--- config.mk ---
export PLATFORM = sky130hd
export DESIGN_NAME = controlador_acceso_parqueo
export DESIGN_NICKNAME = d
export VERILOG_FILES = /design/src/rtl/controlador_acceso_parqueo.sv
export SDC_FILE = /design/constraint.sdc
export NUM_CORES = 1
export LEC_CHECK = 0
export ABC_AREA = 1
export CORE_MARGIN = 1.5
export CORE_UTILIZATION = 39
export DETAILED_ROUTE_END_ITERATION = 10
export GPL_TIMING_DRIVEN = 0
export PLACE_DENSITY = 0.74
export SLEW_MARGIN = 10
export SYNTH_ARGS = -nofsm -noshare
export SYNTH_HDL_FRONTEND = slang
export SYNTH_SLANG_ARGS = --single-unit
export TNS_END_PERCENT = 100
--- constraint.sdc ---
create_clock -name clock -period 2.9 [get_ports clock]
set_input_delay 0.58 -clock clock [delete_from_list [all_inputs] [get_ports clock]]
set_output_delay 0.58 -clock clock [all_outputs]
set_load 0.03 [all_outputs]
--- src/rtl/controlador_acceso_parqueo.sv ---
// Parking gate access controller: PIN entry, wrong-PIN alarm and tailgating block.
// Optional open-gate timeout is enabled by defining TIEMPO_LIMITE_EN.
module controlador_acceso_parqueo #(
  parameter logic [15:0] CLAVE_CORRECTA = 16'h3257,
  parameter int unsigned MAX_INTENTOS   = 3,
  parameter int unsigned TIEMPO_LIMITE  = 16
) (
  input  logic        clock,
  input  logic        reset,
  input  logic        sensor_llegada_vehiculo,
  input  logic        sensor_ingreso_vehiculo,
  input  logic [15:0] clave_ingresada,
  input  logic        clave_lista,
  output logic        senal_compuerta,
  output logic        senal_alarma_pin,
  output logic        senal_alarma_bloqueo,
  output logic [2:0]  cuenta_intentos
);

  // state      | meaning
  // ESPERA     | idle, gate closed, waiting for a vehicle
  // PIDE_CLAVE | vehicle arrived, waiting for a PIN
  // ABIERTA    | correct PIN accepted, gate open
  // ALARMA_PIN | too many wrong PINs, alarm raised
  // BLOQUEO    | both sensors seen together, locked until correct PIN
  typedef enum logic [2:0] {
    ESPERA,
    PIDE_CLAVE,
    ABIERTA,
    ALARMA_PIN,
    BLOQUEO
  } estado_t;

  localparam logic [2:0] MAX_CNT = 3'(MAX_INTENTOS);

  estado_t    estado_q, estado_d;
  logic [2:0] cuenta_q, cuenta_d;
  logic       compuerta_q, compuerta_d;
  logic       alarma_pin_q, alarma_pin_d;
  logic       alarma_bloqueo_q, alarma_bloqueo_d;

  logic       bloqueo_cond;
  logic       clave_ok;
  logic       clave_mal;
  logic       paso_vehiculo;
  logic [2:0] cuenta_inc;

`ifdef TIEMPO_LIMITE_EN
  localparam int TW = (TIEMPO_LIMITE > 1) ? $clog2(TIEMPO_LIMITE) : 1;
  localparam logic [TW-1:0] TIMER_CARGA = TW'(TIEMPO_LIMITE - 1);
  logic [TW-1:0] timer_q, timer_d;
`endif

  always_comb begin
    bloqueo_cond  = sensor_llegada_vehiculo & sensor_ingreso_vehiculo;
    clave_ok      = clave_lista & (clave_ingresada == CLAVE_CORRECTA);
    clave_mal     = clave_lista & (clave_ingresada != CLAVE_CORRECTA);
    paso_vehiculo = sensor_ingreso_vehiculo & ~sensor_llegada_vehiculo;
    cuenta_inc    = (cuenta_q == 3'd7) ? 3'd7 : cuenta_q + 3'd1;

    estado_d = estado_q;
    cuenta_d = cuenta_q;
`ifdef TIEMPO_LIMITE_EN
    timer_d  = timer_q;
`endif

    // The block condition overrides every other transition, PIN strobes included.
    if (estado_q != BLOQUEO && bloqueo_cond) begin
      estado_d = BLOQUEO;
    end else begin
      case (estado_q)
        ESPERA: begin
          if (sensor_llegada_vehiculo && !sensor_ingreso_vehiculo) estado_d = PIDE_CLAVE;
        end
        PIDE_CLAVE, ALARMA_PIN: begin
          if (clave_ok) begin
            estado_d = ABIERTA;
            cuenta_d = 3'd0;
`ifdef TIEMPO_LIMITE_EN
            timer_d  = TIMER_CARGA;
`endif
          end else if (clave_mal) begin
            cuenta_d = cuenta_inc;
            if (cuenta_inc >= MAX_CNT) estado_d = ALARMA_PIN;
          end
        end
        ABIERTA: begin
          if (paso_vehiculo) begin
            estado_d = ESPERA;
          end
`ifdef TIEMPO_LIMITE_EN
          else if (timer_q == '0) begin
            estado_d = ESPERA;
          end else begin
            timer_d = timer_q - 1'b1;
          end
`endif
        end
        BLOQUEO: begin
          if (clave_ok) begin
            estado_d = ESPERA;
            cuenta_d = 3'd0;
          end
        end
        default: estado_d = ESPERA;
      endcase
    end

    compuerta_d      = (estado_d == ABIERTA);
    alarma_pin_d     = (estado_d == ALARMA_PIN);
    alarma_bloqueo_d = (estado_d == BLOQUEO);
  end

  always_ff @(posedge clock or negedge reset) begin
    if (!reset) begin
      estado_q         <= ESPERA;
      cuenta_q         <= 3'd0;
      compuerta_q      <= 1'b0;
      alarma_pin_q     <= 1'b0;
      alarma_bloqueo_q <= 1'b0;
`ifdef TIEMPO_LIMITE_EN
      timer_q          <= '0;
`endif
    end else begin
      estado_q         <= estado_d;
      cuenta_q         <= cuenta_d;
      compuerta_q      <= compuerta_d;
      alarma_pin_q     <= alarma_pin_d;
      alarma_bloqueo_q <= alarma_bloqueo_d;
`ifdef TIEMPO_LIMITE_EN
      timer_q          <= timer_d;
`endif
    end
  end

  assign senal_compuerta      = compuerta_q;
  assign senal_alarma_pin     = alarma_pin_q;
  assign senal_alarma_bloqueo = alarma_bloqueo_q;
  assign cuenta_intentos      = cuenta_q;

endmodule
Yosys cells after proc, flatten, opt, wreduce, memory -nomap -nowiden:

Index checks and enable logic that the tools add are counted.
Widths: inputs -> output; s select.

* output and inout bits: 6
* bits in latches: 0
* memories kept: 0
* flip-flop bits (word level): 9
* input bits: 21
* ROM bits: 0
* RAM bits: 0

* multipliers: 0
* shift operators: 0
* reductions and logical operators: 7
* add/subtract/negate cells: 1
* div/mod/pow operators: 0
* bitwise logic cells: 6
* eq/ne operators: 13
* muxes and demuxes: 13
* order comparisons: 1

Operators with widths (count)
* $mux 3: 11
* $eq 16x14->1 const B: 1
* $ne 16x14->1 const B: 1
* $eq 3x2->1 const B: 4
* $pmux 3 s4: 1
* $eq 3x3->1 const B: 3
* $ne 3x3->1 const B: 2
* $pmux 3 s2: 1
* $and 1x1->1: 4
* $reduce_and 4->1: 1
* $add 3x1->3 const B: 1
* $eq 3x1->1 const B: 1
* $ge 3x2->1 const B: 1
* $logic_not 3->1: 1
* $logic_and 1x1->1: 2
* $ne 2x2->1 const B: 1
* $not 1->1: 2
* $reduce_bool 2->1: 1
* $reduce_or 2->1: 1
* $logic_not 1->1: 1

Logic depth before layout (Yosys ltp):

* depth after elaboration: 9
* mapped depth: 10
* depth with buffers taken out: 10

Worst setup path before layout:

OpenSTA, ideal clock, no wires.

* path kind: reg-to-reg
* start: reg cuenta_q[0], in the netlist cuenta_intentos[0]
* end: reg alarma_pin_q, in the netlist senal_alarma_pin
* library setup time: 116 ps
* data required time: 2784 ps
* setup slack: 1421 ps
* data arrival time: 1363 ps
* period minus slack after synthesis: 1479 ps
* buffers on the path: 0
* cell stages (with the launch flop): 9
* cell sequence: dfrtp_1 -> ha_1 -> or2_1 -> a21oi_1 -> nand2_1 -> nand2_1 -> nand2_1 -> nand3_2 -> nor2_1

* longest elaborated chain between the ends: 9
* elaborated cells on any way between the ends: 10
* those cells by class: 1 x add/sub; 1 x order compare; 2 x eq/ne; 6 x mux

RTL lines
* start: declaration: RTL line 37 `logic [2:0] cuenta_q, cuenta_d;`
* start signal: assignment: RTL line 126 `cuenta_q <= cuenta_d;`
* $add 3x1->3 / $eq 3x3->1 (equally long branches): RTL line 59 `cuenta_inc = (cuenta_q == 3'd7) ? 3'd7 : cuenta_q + 3'd1;`
* $mux 3 (*): RTL line 59
* $ge 3x2->1 (*): RTL line 84 `if (cuenta_inc >= MAX_CNT) estado_d = ALARMA_PIN;`
* $mux 3 (*): RTL line 84
* $mux 3 (*): RTL line 82 `end else if (clave_mal) begin`
* $mux 3 (*): RTL line 76 `if (clave_ok) begin`
* $pmux 3 s4 (*): RTL line 71 `case (estado_q)`
* $mux 3 (*): RTL line 68 `if (estado_q != BLOQUEO && bloqueo_cond) begin`
* $eq 3x2->1 (*): RTL line 110 `alarma_pin_d = (estado_d == ALARMA_PIN);`
* via alarma_pin_d: RTL line 39 `logic alarma_pin_q, alarma_pin_d;`
* end signal: assignment: RTL line 128 `alarma_pin_q <= alarma_pin_d;`
* end: declaration: RTL line 39

The timed path passes the listed nets; every way through them passes the cells marked *.
A chain may end at the register's enable or synchronous reset.

Final worst setup path:

* start: reg cuenta_q[2], in the netlist cuenta_intentos[2]
* end: out cuenta_intentos[2]

RTL lines
* end: declaration: RTL line 17 `output logic [2:0] cuenta_intentos`

No word-level cell between the ends.

==> metrics.txt <==
VDD IR max between 300 and 400 uV; vias in the first global route ~600; Via density roughly 4.5; ranking of synthesized cells by area dfrtp_1, nand2_1, inv_1; Final nets roughly 140; FF+latch count, synth 9; setup_tns 0 ps; final hold violation count 0; startpoint types flip-flop; Max Freq 517 MHz; Synth area leader dfrtp_1; Synth Warn # 0; CP top delay family buffers and inverters; share of layout cells above drive strength 1 0.183; Worst Setup End Kind output port; routed len/inst between 9 and 10 um; Net Sw Frac 0.444; Gate Count Post-Synth 85; number of instances in the placed design between 100 and 150; Hold WS between 500 and 600 ps; Worst Skew roughly 4 ps; Root Buffer clkbuf_4; first-pass GRT wire length ~2.4 mm; CTS clock-pin slew for the worst setup and hold paths 60 ps; GRT Util Overall 0.167; # fillers 147; crit path DAT 1360 ps; CP Buf/Inv Count 1; WS Path Type reg -> out; setup bufs post-CTS 0; number of enable flip-flop cells after synthesis 0; sequential fraction of the synthesis area 0.361; clk_lat worst skew between 200 and 300 ps; Final Worst Setup Slack a little under 1000 ps; number of max-cap violations 0; Post-Syn Area roughly 620 sq um; Die Y ~43 um; IO Count 27; distinct cell type count after synthesis 18; share of the synthesized area in the top cell type 0.361; average cell area after synthesis between 7 and 8 sq um; maximum number of pins on one net before global-route repair 10; Slowest-stage cell, CP clkdlybuf4s50_1; combinational share of power 0.574; post-DP HPWL around 1.1 mm; DRT Pass-1 Iters 4; setup violators final 0; CTS Hold Bufs 0; Worst EP required roughly 2300 ps; Initial Utilization 0.414; crit path max fanout 5; CTS HTree Levels 1; Tmin final about 1900 ps; total gr overflow 0; max-slew violation count 0; Die Area around 1800 sq um; # DRC 0; Async SR Flop Fraction 1.00; Leak 0.468 nW; worst slew pin tran 398 ps; non-filler instance count after layout 131; maximum clock path buffer count 2; post-CTS sizing 0; fin area ~930 sq um; final period utilization 0.667; core region area ~1500 sq um; Final Power approximately 0.68 mW; number of antenna violations at the first check in global routing 0; Synth top cells by count nand2_1, inv_1, nor2_1; routability cong. just under 0.8; placed inst area slightly above 900 sq um; antenna viol nets, final 0; status finished clean; Clk pwr share 0.136; Cell Chain, Critical Path clkdlybuf4s50_1; Slew headroom 0.734; crit-path max cell delay about 690 ps; Port Buffers 26; routed wire length ~1.2 mm; Area Overhead vs Synth 49.1%; DRT iter0 DRCs 3; TritonCTS clock tree built; min-delay worst type reg -> reg; Synth Flop Type dfrtp_1; post-placement setup slack approximately 1000 ps; Seq pwr share 0.290; syn nets ~110; RSZ-0062 raised after global routing no; number of diodes 0; power per cell area 730 nW/um^2; count leader, synth nand2_1; chip width ~43 um; Final Util 0.618; Via Count 588; net load switching power just over 0.3 mW; CTS Sinks 9; # rows 14; Int Pwr around 0.38 mW; Num CTS Buffers 3
-- final timing paths --
check | slack [ps] | cells after the start | endpoint | from
worst min-delay path | 520 | 2 | cuenta_intentos[1]$_DFFE_PN0P_ | cuenta_intentos[1]$_DFFE_PN0P_
worst max-delay path | 960 | 1 | cuenta_intentos[2] | cuenta_intentos[2]$_DFFE_PN0P_
worst min register to register | 520 | 2 | cuenta_intentos[1]$_DFFE_PN0P_ | cuenta_intentos[1]$_DFFE_PN0P_
max in group asynchronous | 2000 | 1 | estado_q[1]$_DFF_PN0_ | reset
worst max register to register | 1450 | 8 | senal_alarma_pin$_DFF_PN0_ | cuenta_intentos[0]$_DFFE_PN0P_
min in group asynchronous | 610 | 1 | cuenta_intentos[0]$_DFFE_PN0P_ | reset
-- kinds of logic after synthesis --
group,after synthesis,synth area share
DFF,9,0.361
buffers and inverters,21,0.126
adders and majority gates,1,0.0200
and+or+nand+nor,48,0.419
AOI/OAI and AO/OA,6,0.0742
-- power groups by stage --
stage	Sequential (mW)	Combinational [mW]	Clock, mW
5_1_grt	0.204	0.435	0.104
2_1_floorplan	0.240	0.230	0
4_1_cts	0.198	0.393	0.0984
6_report	0.197	0.390	0.0927
3_5_place_dp	0.199	0.393	0
3_3_place_gp	0.197	0.382	0
-- cells in the final DEF (no fill, tap or decap), types with 3 or more instances in the layout --
cell	synthesis	routed
inv_2	4	4
clkbuf_4	0	3
inv_1	17	17
a21oi_1	3	3
clkdlybuf4s50_1	0	26
nand3_1	4	4
nand2_2	3	3
nor2_4	3	3
nand2_1	19	19
dfrtp_1	9	9
nor2_1	12	12
-- sequential cells by signal (all words and copies together) (netlist names) --
register,count
cuenta_intentos,3
estado_q,3
senal_alarma_bloqueo,1
senal_compuerta,1
senal_alarma_pin,1
-- layer usage --
layer  GRT usage  up-vias  share of wire  wire length, um
met4      0.0303        0              0                0
li1            -      314              -                -
met5           0        -              0                0
met2       0.285       11           0.53              630
met3      0.0766        0          0.041               49
met1       0.194      263           0.43              506
-- area by class of cell --
cell class              instances  area (sq um)  area share
clock buffers                   4          26.3      0.0282
multi-input cells              55           320       0.344
well taps                      16          20.0      0.0215
repair buffers                 26           260       0.280
inverters                      21          78.8      0.0847
flip-flops and latches          9           225       0.242
No activity file was read; power rests on OpenSTA's default activity.
==> variant 1, RTL diff (same flow settings) <==
Put one more register stage on the output `senal_alarma_bloqueo`. The value now appears one clock later. The other outputs are not delayed to match.
--- a/src/rtl/controlador_acceso_parqueo.sv
+++ b/src/rtl/controlador_acceso_parqueo.sv
@@ -135,7 +135,9 @@
 
   assign senal_compuerta      = compuerta_q;
   assign senal_alarma_pin     = alarma_pin_q;
-  assign senal_alarma_bloqueo = alarma_bloqueo_q;
+  always_ff @(posedge clock) begin
+    senal_alarma_bloqueo <= alarma_bloqueo_q;
+  end
   assign cuenta_intentos      = cuenta_q;
 
 endmodule
Behaviour: not the same (a bounded check fails within 4 cycles, from zero or initial values and one cycle with reset low).
==> variant 1 against the original RTL <==
Clock power rose by 32%. Global-route usage fell by 0.58 points. Maximum frequency decreased by 1.2%. Synthesized area up 3.2%. Worst setup slack worse by 0.023 ns. Count of clock-buffer cells in the layout is the same. Sequential cell count grew 1. Cell area is 3.2% higher. Wire length rose by 8.3%. Combinational power hardly changed. Power is 7.7% higher. Largest cell class unchanged. Largest power group unchanged.
==> variant 1: results <==
group,metric,value,unit
global_route,grt_pass1_wl,2318,um
outcome,outcome,"finished clean",
placed_design,placed_cells,128,
global_route,antenna_found_initial,0,
global_route,met3_usage,2.917,%
global_route,use_met1,17.41,%
route,wl_met1,531,um
timing,fin_skew,0.001381,ns
global_route,use_met2,29.71,%
clocking,post_cts_buffers,0,
worst_setup_path,slowest_delay,0.70,ns
global_route,grt_max_degree,10,
worst_hold_path,hold_depth,0,
placed_design,placed_area,924.6,um^2
placed_design,portBuffers,26,
power_and_ir_drop,ir_worst_vdd,504.4,uV
clocking,clock_latency,0.26,ns
synthesis,synth.yosys.seq_area_share,38.06,%
route,via_count,587,
route,wire_per_inst,9.720,um
synthesis,syn_area_per_cell,7.493,um^2
synthesis,synth_cell_types,19,
clocking,cts-buffers-inserted,3,
global_route,grt-ovfl-total,0,
worst_setup_path,r2r_cells,8,
global_route,grt_pass1_vias,605,
clocking,cts_root_buf,"clkbuf_4",
clocking,cts_resized,0,
route,wl_met3,55,um
route,drt_first_iter_violations,4,
clocking,clock_path_buffers,2,
global_route,track_usage,16.13,%
route,firstDrtPassIters,3,
route,wl_met2,688,um
layout,fin_cells,132,
worst_setup_path,critical_path.top_delay_family,"buffers and inverters",
synthesis,synth_flop_cell,"dfrtp_1",
synthesis,yosys-top-cells-area,"dfrtp_1 35%, nand2_1 11%, inv_1 9.9%, nor2_1 7.0%, nor2_4 5.2%",
synthesis,syn-num-nets,108,
timing,setup_viol_count_final,0,
layout,final_area,960.9,um^2
layout,nFillCells,143,
layout,drive_gt1_share,18.97,%
route,top_layer,"met4",
placed_design,dpl.hpwl,1136,um
placed_design,place_ws,0.9752,ns
synthesis,async_flop_share,90.00,%
power_and_ir_drop,cellLeakagePower,0.4828,nW
worst_setup_path,cpMaxStageDelayCell,"clkdlybuf4s50_1",
timing,worstMarginPinSlew,0.3959,ns
worst_setup_path,arrival,1.38,ns
placed_design,place.gp.congestion,0.7212,
layout,nNetsFinal,139,
-- variant 1: cell count changes after synthesis --
cell / before / now
dfxtp_1: 0 / 1
-- variant 1: path summary, 6_finish.rpt --
| kind | start | endpoint | slack, ns |
|---|---|---|---|
| worst max-delay path | cuenta_intentos[2]$_DFFE_PN0P_ | cuenta_intentos[2] | 0.94 |
| worst min-delay path | alarma_bloqueo_q$_DFF_PN0_ | senal_alarma_bloqueo$_DFF_P_ | 0.34 |
| worst max register to register | cuenta_intentos[0]$_DFFE_PN0P_ | senal_alarma_pin$_DFF_PN0_ | 1.46 |
| worst min register to register | alarma_bloqueo_q$_DFF_PN0_ | senal_alarma_bloqueo$_DFF_P_ | 0.34 |
| max in group asynchronous | reset | alarma_bloqueo_q$_DFF_PN0_ | 2.01 |
| min in group asynchronous | reset | senal_compuerta$_DFF_PN0_ | 0.61 |
-- variant 1: power by group --
group          internal (mW)  total (mW)  switching (mW)
clock network         0.0761       0.122          0.0460
registers              0.185       0.219          0.0344
logic                  0.161       0.391           0.230
total                  0.422       0.732           0.310
-- variant 1: area by class of cell --
cell class / instances / area share, %
Clock buffer: 4 / 3.776
Inverter: 21 / 8.203
Multi-Input combinational cell: 55 / 33.33
Sequential cell: 10 / 25.52
Tap cell: 16 / 2.083
Timing Repair Buffer: 26 / 27.08
-- variant 1: cells by family (layout without fill, tap and decap cells) --
kind of cell / count (synthesis) / after routing / synth area share, %
and+or+nand+nor: 48 / 48 / 40.58
AOI/OAI and AO/OA: 6 / 6 / 7.185
adders and majority gates: 1 / 1 / 1.941
buffers and inverters: 21 / 51 / 12.23
DFF: 10 / 10 / 38.06
==> variant 2, RTL diff (same settings) <==
Without the edit above. The option `TIEMPO_LIMITE_EN` is turned on by a define.
--- a/src/rtl/controlador_acceso_parqueo.sv
+++ b/src/rtl/controlador_acceso_parqueo.sv
@@ -1,5 +1,7 @@
 // Parking gate access controller: PIN entry, wrong-PIN alarm and tailgating block.
 // Optional open-gate timeout is enabled by defining TIEMPO_LIMITE_EN.
+`define TIEMPO_LIMITE_EN
+
 module controlador_acceso_parqueo #(
   parameter logic [15:0] CLAVE_CORRECTA = 16'h3257,
   parameter int unsigned MAX_INTENTOS   = 3,
Formal check against the unedited RTL: same outputs for any inputs over 10 cycles, from zero or initial values and one cycle with reset low; that may be too few to reach the edited logic, so the function may still have changed.
==> variant 2 against the original RTL <==
Synthesized area increased by 32%. Critical endpoint unchanged. Count of clock-buffer cells in the layout unchanged. Sequential cell count grew 4. Wire length rose by 51%. Via count up 40%. Worst setup slack got worse by 0.030 ns. Power fell by 20%. Non-clock buffer count unchanged. Cell area up 23%. First-iteration DRC count increased to 5.0 times the old value. Maximum frequency fell by 1.5%.
==> variant 2: results <==
group,metric,value,unit
route,viasPerCell,4.876,
route,routed_wl,1784,um
global_route,track_usage,17.87,%
synthesis,yosys-top-cells-area,"dfrtp_1 40%, nand2_1 12%, inv_1 9.1%, nand3_1 5.5%, nor2_1 5.0%",
global_route,grt_pass1_vias,805,
synthesis,syn-num-nets,135,
worst_setup_path,critical_path.max_fanout,5,
placed_design,place.gp.congestion,0.8105,
worst_hold_path,hold_depth,2,
global_route,grt_pass1_wl,3263,um
layout,nNetsFinal,166,
power_and_ir_drop,cellLeakagePower,0.5519,nW
power_and_ir_drop,ir_worst_vdd,226.6,uV
outcome,outcome,"finished clean",
placed_design,placed_area,0.001117,mm^2
placed_design,dpl.hpwl,1449,um
route,wire_per_inst,10.56,um
worst_setup_path,r2r_cells,10,
synthesis,ys_top_cells_by_count,"26 x nand2_1, 20 x inv_1, 13 x dfrtp_1",
worst_hold_path,hold_start,"timer_q[3]$_DFFE_PN0P_",
route,drt_first_iter_violations,15,
timing,drv_slew,0,
synthesis,synth.yosys.seq_area_share,39.51,%
timing,whs,0.5036,ns
worst_setup_path,r2r-start,"timer_q[0]$_DFFE_PN0P_",
global_route,grt_max_degree,14,
clocking,clkTransAtPathRegs,0.08,ns
timing,worstMarginPinSlew,0.6189,ns
timing,fin_skew,0.008933,ns
worst_setup_path,ff2ff_setup_slack,1.43,ns
worst_hold_path,min_to,"timer_q[3]$_DFFE_PN0P_",
synthesis,ys_seq_elements,13,
layout,regMostFlops,"timer_q",
[variant 2: cell types whose count changed after synthesis, moves of 4 or more]
cell,before,now
dfrtp_1,9,13
nand2_1,19,26
nand3_1,4,9
nand4_1,0,5
[variant 2: final cells by class]
class                           instances  area, um^2
Clock buffer                            4       26.28
Fill cell                             186       838.3
Inverter                               21       78.83
Multi-Input combinational cell         78       419.2
Sequential cell                        13       325.3
Tap cell                               27       33.78
Timing Repair Buffer                   26       260.3
[variant 2: per-layer routing]
| layer | vias up | global-route usage, % | wire length (um) |
|---|---|---|---|
| met4 | 0 | 12.38 | 61 |
| met5 | - | 0 | 0 |
| li1 | 411 | - | - |
| met3 | 7 | 3.374 | 77 |
| met2 | 29 | 32.65 | 942 |
| met1 | 377 | 18.16 | 702 |
[variant 2: how the worst max path moves through the flow]
stage | start | to | slack (ns)
2_1_floorplan | cuenta_intentos[0]$_DFFE_PN0P_ | estado_q[1]$_DFF_PN0_ | 1.46
3_3_place_gp | clave_ingresada[9] | senal_alarma_pin$_DFF_PN0_ | 0.94
3_5_place_dp | clave_ingresada[9] | senal_alarma_pin$_DFF_PN0_ | 0.91
5_1_grt | cuenta_intentos[2]$_DFFE_PN0P_ | cuenta_intentos[2] | 0.89
6_report | cuenta_intentos[2]$_DFFE_PN0P_ | cuenta_intentos[2] | 0.93
4_1_cts | cuenta_intentos[2]$_DFFE_PN0P_ | cuenta_intentos[2] | 0.91
[variant 2: cell families (layout without fill, tap and decap cells)]
family | count (synthesis) | count (layout) | share of synthesized area, %
DFF | 13 | 13 | 39.51
AOI/OAI and AO/OA | 9 | 9 | 7.599
xor gates and xnor gates | 1 | 1 | 1.064
buffers and inverters | 21 | 51 | 9.574
adders and majority gates | 2 | 2 | 3.039
and+or+nand+nor | 66 | 66 | 39.21
[variant 2: metrics by stage]
stage	worst slack [ns]	total power, mW	util, %
final	0.9343	0.5459	57.70
after global routing	0.8890	0.5902	57.70
after CTS	0.9100	0.5545	57.70
after detailed placement	0.9098	0.4318	56.38
after global placement	0.9402	0.4216	56.38
after floorplan	1.461	0.3650	-
[variant 2: power by group]
group          internal [mW]  switching [mW]  total (mW)
Clock                 0.0536          0.0654       0.119
Sequential             0.215          0.0307       0.245
Combinational         0.0865          0.0950       0.182
Total                  0.355           0.191       0.546
